===== src/rtl/logo_bounce_ctrl.sv =====
// Logo sprite sequencer: bounces a SPRITE x SPRITE logo around the active area once per frame
// and turns the beam position into ROM coordinates plus a registered palette-gated RGB pixel.
module logo_bounce_ctrl #(
    parameter int unsigned H_ACTIVE = 640,
    parameter int unsigned V_ACTIVE = 480,
    parameter int unsigned SPRITE   = 128,
    parameter int unsigned STEP     = 1
) (
    input  logic                      clk,
    input  logic                      rst_n,
    input  logic [9:0]                hpos,
    input  logic [9:0]                vpos,
    input  logic                      display_on,
    input  logic                      pause,
    input  logic                      rom_pixel,
    output logic [$clog2(SPRITE)-1:0] rom_x,
    output logic [$clog2(SPRITE)-1:0] rom_y,
    output logic [5:0]                rgb,
    output logic                      bounce,
    output logic [9:0]                x_pos,
    output logic [9:0]                y_pos
);

    localparam int unsigned RW     = $clog2(SPRITE);
    localparam logic [10:0] XMAX   = 11'(H_ACTIVE - SPRITE);
    localparam logic [10:0] YMAX   = 11'(V_ACTIVE - SPRITE);
    localparam logic [10:0] STEP_W = 11'(STEP);

    typedef enum logic [1:0] {StWait, StUpdX, StUpdY, StCommit} state_e;

    state_e     r_state;
    logic       r_tick;
    logic       r_dir_x;  // 1 = moving towards zero
    logic       r_dir_y;
    logic       r_hit;
    logic       r_bounce;
    logic [9:0] r_x_pos;
    logic [9:0] r_y_pos;
    logic [2:0] r_color;
    logic [5:0] r_rgb;

    logic [11:0] w_x_mv;
    logic [11:0] w_y_mv;
    logic [9:0]  w_dx;
    logic [9:0]  w_dy;
    logic        w_in_sprite;
    logic [5:0]  w_palette;

    // Returns {hit, new_dir, new_pos}; the 11-bit sum keeps pos+STEP from wrapping.
    function automatic logic [11:0] f_move(input logic [9:0] pos, input logic dir,
                                           input logic [10:0] lim);
        logic [10:0] p;
        logic [11:0] res;
        p = {1'b0, pos};
        if (!dir) begin
            if (p + STEP_W >= lim) res = {1'b1, 1'b1, lim[9:0]};
            else                   res = {1'b0, 1'b0, 10'(p + STEP_W)};
        end else begin
            if (p <= STEP_W) res = {1'b1, 1'b0, 10'd0};
            else             res = {1'b0, 1'b1, 10'(p - STEP_W)};
        end
        return res;
    endfunction

    always_comb begin
        w_x_mv      = f_move(r_x_pos, r_dir_x, XMAX);
        w_y_mv      = f_move(r_y_pos, r_dir_y, YMAX);
        w_dx        = hpos - r_x_pos;
        w_dy        = vpos - r_y_pos;
        w_in_sprite = display_on && (w_dx < 10'(SPRITE)) && (w_dy < 10'(SPRITE));
        w_palette   = {{2{r_color[2]}}, {2{r_color[1]}}, {2{r_color[0]}}};
    end

    always_ff @(posedge clk or negedge rst_n) begin
        if (!rst_n) begin
            r_tick <= 1'b0;
            r_rgb  <= 6'h00;
        end else begin
            r_tick <= (vpos == 10'(V_ACTIVE)) && (hpos == 10'd0);
            r_rgb  <= (w_in_sprite && rom_pixel) ? w_palette : 6'h00;
        end
    end

    always_ff @(posedge clk or negedge rst_n) begin
        if (!rst_n) begin
            r_state  <= StWait;
            r_x_pos  <= 10'd0;
            r_y_pos  <= 10'd0;
            r_dir_x  <= 1'b0;
            r_dir_y  <= 1'b0;
            r_color  <= 3'd1;
            r_hit    <= 1'b0;
            r_bounce <= 1'b0;
        end else begin
            r_bounce <= 1'b0;
            case (r_state)
                StWait: begin
                    if (r_tick && !pause) r_state <= StUpdX;
                end
                StUpdX: begin
                    r_x_pos <= w_x_mv[9:0];
                    r_dir_x <= w_x_mv[10];
                    r_hit   <= r_hit | w_x_mv[11];
                    r_state <= StUpdY;
                end
                StUpdY: begin
                    r_y_pos  <= w_y_mv[9:0];
                    r_dir_y  <= w_y_mv[10];
                    r_hit    <= r_hit | w_y_mv[11];
                    // Registered so the pulse lands exactly on the COMMIT cycle.
                    r_bounce <= r_hit | w_y_mv[11];
                    r_state  <= StCommit;
                end
                StCommit: begin
                    if (r_hit) r_color <= (r_color == 3'd7) ? 3'd1 : r_color + 3'd1;
                    r_hit   <= 1'b0;
                    r_state <= StWait;
                end
                default: r_state <= StWait;
            endcase
        end
    end

    assign rom_x  = w_dx[RW-1:0];
    assign rom_y  = w_dy[RW-1:0];
    assign rgb    = r_rgb;
    assign bounce = r_bounce;
    assign x_pos  = r_x_pos;
    assign y_pos  = r_y_pos;

endmodule


===== config.mk =====
export PLATFORM = sky130hd
export DESIGN_NAME = logo_bounce_ctrl
export DESIGN_NICKNAME = d
export VERILOG_FILES = /design/src/rtl/logo_bounce_ctrl.sv
export SDC_FILE = /design/constraint.sdc
export NUM_CORES = 1
export LEC_CHECK = 0
export BUFFER_PORTS_ARGS = -buffer_cell sky130_fd_sc_hd__buf_2
export CAP_MARGIN = 5
export CORE_MARGIN = 10
export CORE_UTILIZATION = 47
export CTS_BUF_LIST = sky130_fd_sc_hd__clkbuf_16
export DETAILED_ROUTE_END_ITERATION = 8
export PLACE_DENSITY_LB_ADDON = 0.12
export SETUP_SLACK_MARGIN = 0.4
export SYNTH_ARGS = -nofsm -noshare
export SYNTH_HDL_FRONTEND = slang
export SYNTH_SLANG_ARGS = --single-unit

===== constraint.sdc =====
create_clock -name clk -period 2.2 [get_ports clk]
set_input_delay 0.11 -clock clk [delete_from_list [all_inputs] [get_ports clk]]
set_output_delay 0.11 -clock clk [all_outputs]
set_load 0.02 [all_outputs]

======== Yosys cells after proc, flatten, opt, wreduce, memory -nomap -nowiden ========
Index checks and enable logic that the tools add are counted.
storage, ports and cells
  bits in registers ....................... 36
  output and inout bits ................... 41
cells by class
  add/subtract/negate cells ............... 7
  magnitude comparators ................... 6
  eq/ne operators ......................... 6
  mux-type cells .......................... 12
  bitwise logic cells ..................... 2
  reduce and logical (&&, ||, !) cells .... 10
operators with widths
  operator                 count
  $mux W12                 6
  $add A10 B1 Y11 const B  2
  $le A10 B1 Y1 const B    2
  $lt A10 B8 Y1 const B    2
  $sub A10 B1 Y10 const B  2
  $sub A10 B10 Y10         2
  $ge A11 B10 Y1 const B   1
  $ge A11 B9 Y1 const B    1
  $eq A10 B9 Y1 const B    1
  $logic_not A10 Y1        1
  $pmux W2 S4              1
  $mux W6                  1
  $logic_and A1 B1 Y1      5
  $eq A2 B2 Y1 const B     2
  $add A3 B1 Y3 const B    1
  $eq A3 B3 Y1 const B     1
  $mux W3                  1
  $pmux W1 S3              1
  $reduce_bool A3 Y1       1
  $eq A2 B1 Y1 const B     1
  $logic_not A2 Y1         1
  $mux W2                  1
  $ne A2 B2 Y1 const B     1
  $or A1 B1 Y1             2
  other kinds (3)          3

======== Longest topological paths before layout ========
  word-level depth ........................ 6
  mapped depth ............................ 10
  gate-level depth less buffers ........... 10

======== Worst setup path after synthesis ========
No wires, ideal clock.
  kind .................................... reg-to-reg
  start point ............................. register r_y_pos[7], in the netlist y_pos[7]
  end point ............................... register r_hit
  data arrival time ....................... 2.286 ns
  slack ................................... -0.212 ns
  cell stages (with the launch flop) ...... 8
  clock period less this slack ............ 2.412 ns
  cell sequence ........................... dfrtp_1 > clkbuf_1 > nand2_1 > nor4_1 > mux2_2 > o311a_4 > o21bai_4 > o311a_1
on the way
  word-level cells in the longest chain between the ends .. 6
  elaborated cells on any way between the ends .. 8
  those cells by class .................... add/sub (1); order compare (2); mux (4); bitwise (1)
RTL lines
  what                    RTL line  text
  from (decl)             38        logic [9:0] r_y_pos;
  from (signal assigned)  107       r_y_pos <= w_y_mv[9:0];
  $add A10 B1 Y11         --
  $ge A11 B9 Y1           56        if (p + STEP_W >= lim) res = {1'b1, 1'b1, lim[9:0]};
  $mux W12                56
  $mux W12 *              55        if (!dir) begin
  $or A1 B1 Y1 *          109       r_hit <= r_hit | w_y_mv[11];
  $pmux W1 S3 *           96        case (r_state)
  to (signal assigned)    103       r_hit <= r_hit | w_x_mv[11];
  to (signal assigned)    109
  to (decl)               35        logic r_hit;
Mark *: on every way between the ends. The rest lies on a longest branch, timed or not.
A chain may end at the register's enable or synchronous reset.

======== Worst setup path after layout ========
  start point ............................. register r_y_pos[1], in the netlist y_pos[1]
  end point ............................... output port rom_y[5]
on the way
  word-level cells in the longest chain between the ends .. 1
RTL lines
  what              RTL line  text
  $sub A10 B10 Y10  69        w_dy = vpos - r_y_pos;
  to (decl)         17        output logic [$clog2(SPRITE)-1:0] rom_y,
No other way between the ends.

==> metrics.csv <==
metric,value,unit
status,finished clean,
n_fill_cell,490,
period_minus_slack,2.196,ns
yosys_register_bits,33,
hold_slack,0.1093,ns
fin_skew,0.01027,ns
synthCells,416,
async_reset_ff_share,100.0,%
routed-wl-met3,605,um
wl_met2,5.939,mm
routed_wl,11.50,mm
ys.flop_type,dfrtp_1,
slew_headroom,47.99,%
met1Wirelength,4.466,mm
routed_via_density,5.839,
cts-root-buf,clkbuf_16,
cts_tree,done,
die_x,103.8,um
syn_area_per_cell,7.940,um2
dr.first_iter.drc_count,173,
worstSkewPairLatency,0.29,ns
fin_crit_sh,99.81,%
clockBufferDepth,2,
antennaDiodeCount,0,
yosysSeqAreaShare,25.04,%
grt_max_degree,34,
core,6794,um2
vias,3737,
top_layer,met4,
synthToLayoutAreaGrowth,53.71,%
place_ws,-0.007814,ns
synth_nets,474,
ant_nets,0,
start_kind,register,
final_common_cell,buf_4,
htree_levels,2,
critPathArrivalTime,2.09,ns
powerDensity,1523,nW/um2
critPathMaxFanout,6,
rsz0062_at_grt,yes,
max_freq,455.4,MHz
synth-edff-count,0,
dp_hpwl,7.590,mm
layout.cells.non_filler,640,
synth_top_area_share,24.24,%
num_rows,30,
portBuffers,65,
die_h,103.8,um
worstMarginPinSlew,0.7802,ns
hold_class,in2reg,
maxSlewViolCount,0,
overflow,0,
netlist_area,3303,um2
fin_nets,601,
cts_buffers,5,
worst-endpoint-required,2.09,ns
grt_pass1_vias,3727,
layout_common_cells,"buf_4, buf_2, inv_1",
finalSetupViolCount,0,
p_leak,0.002292,uW
track_usage,19.86,%
antenna_found_initial,0,
start_util,48.62,%
dieArea,10780,um2
maxCapViolations,0,
peakVddDrop,0.0009483,V
hold_viol_final,0,
synth_warnings,0,
drt-pass1-iter-count,5,
yosysUniqueCellTypes,61,
num_io_pins,66,
cts_sinks,33,
synth_area_leaders,"dfrtp_1, ha_1, o21ai_0",
drc_errors,0,
dpl.cell_count,583,
routabilityCongestion,0.9150,
setup_ws,0.004250,ns
drive_gt1_share,49.08,%
crit_path_end_kind,output pin,
critPathKind,reg2out,
synth_largest_area_cell,dfrtp_1,
grt_pass1_wl,18.26,mm
wl_per_cell,17.98,um
clk_pin_slew,0.05,ns
==> registers in the layout (all words and copies together), names as in the netlist <==
register and cells:
x_pos 10, y_pos 10, r_color 3, rgb 3, r_state 2, bounce 1
r_dir_x 1, r_dir_y 1, r_hit 1, r_tick 1
==> layout make-up <==
cell class / instances / area [um2] / area share, %
multi-input cells: 324 / 2806 / 55.27
well taps: 96 / 120.1 / 2.366
flip-flops and latches: 33 / 845.8 / 16.66
clock buffers: 5 / 125.1 / 2.464
inverters: 38 / 152.6 / 3.006
clock inverters: 3 / 12.51 / 0.2464
repair buffers: 141 / 1015 / 19.99
==> worst max-delay path: stages, from the launching register on <==
cell and delay (ns):
dfrtp_2 0.45, inv_2 0.12, ha_1 0.24, nor2b_1 0.15, o31a_1 0.28, o21a_1 0.19
nor2_2 0.12, xnor2_2 0.12, buf_4 0.15
==> path summary, 6_finish.rpt <==
check | start | to | slack (ns) | cells after the start
min in group asynchronous | rst_n | r_dir_x | 0.45 | 2
min | vpos[6] | r_tick | 0.11 | 3
min reg2reg | r_color[2] | rgb[4] | 0.53 | 2
max reg2reg | y_pos[1] | r_hit | 0.01 | 7
max in group asynchronous | rst_n | y_pos[1] | 1.20 | 2
max | y_pos[1] | rom_y[5] | 0.004 | 8
==> per-layer routing <==
layer	GRT usage, %	up-vias
met5	0	-
met3	3.841	47
li1	-	1755
met2	34.95	168
met1	22.56	1767
met4	9.046	0
==> cell usage after synthesis, drive strengths merged (6+ instances only) <==
master	n
nand2	33
buf	8
nor3	20
inv	38
mux2	6
nor2b	9
xnor2	9
a21oi	34
dfrtp	32
nand4	7
ha	31
clkbuf	13
mux2i	6
o21ai	37
or3	6
nand3	14
nor4	6
nor2	27
==> kinds of logic (layout without fill, tap and decap cells) <==
logic type                 Yosys count  count (layout)  synth area share [%]
xor gates and xnor gates            12              12                 3.182
AOI/OAI and AO/OA                  123             123                 24.39
adders and majority gates           33              33                 12.95
DFF                                 33              33                 25.04
and+or+nand+nor                    144             144                 22.69
muxes                               12              12                 3.864
buffers and inverters               59             187                 7.879
==> metrics by stage <==
stage	area (um2)	total power (uW)	util, %	TNS, ns
after global routing	5077	8273	74.73	-0.3259
after global placement	3993	5402	58.77	0
after CTS	4703	7006	69.23	0
final	5077	7732	74.73	0
after detailed placement	3993	5424	58.77	-0.01358
after floorplan	3510	4237	-	0
==> power breakdown <==
group	leakage, uW	total (uW)	switching, uW	internal [uW]
logic	0.00183	5860	3180	2680
clock network	0.0000762	666	257	408
registers	0.000388	1210	337	870
==> repair_timing <==
item / in CTS / in global routing
cloned: 1 / 0
resized for setup: 69 / 72
setup buffers: 37 / 10
hold endpoints to repair: 32 / 0
hold buffers: 1 / 0
pin swaps: 24 / 26
setup endpoints to repair: 34 / 37
Note: power is estimated with default switching activity, not from simulation.
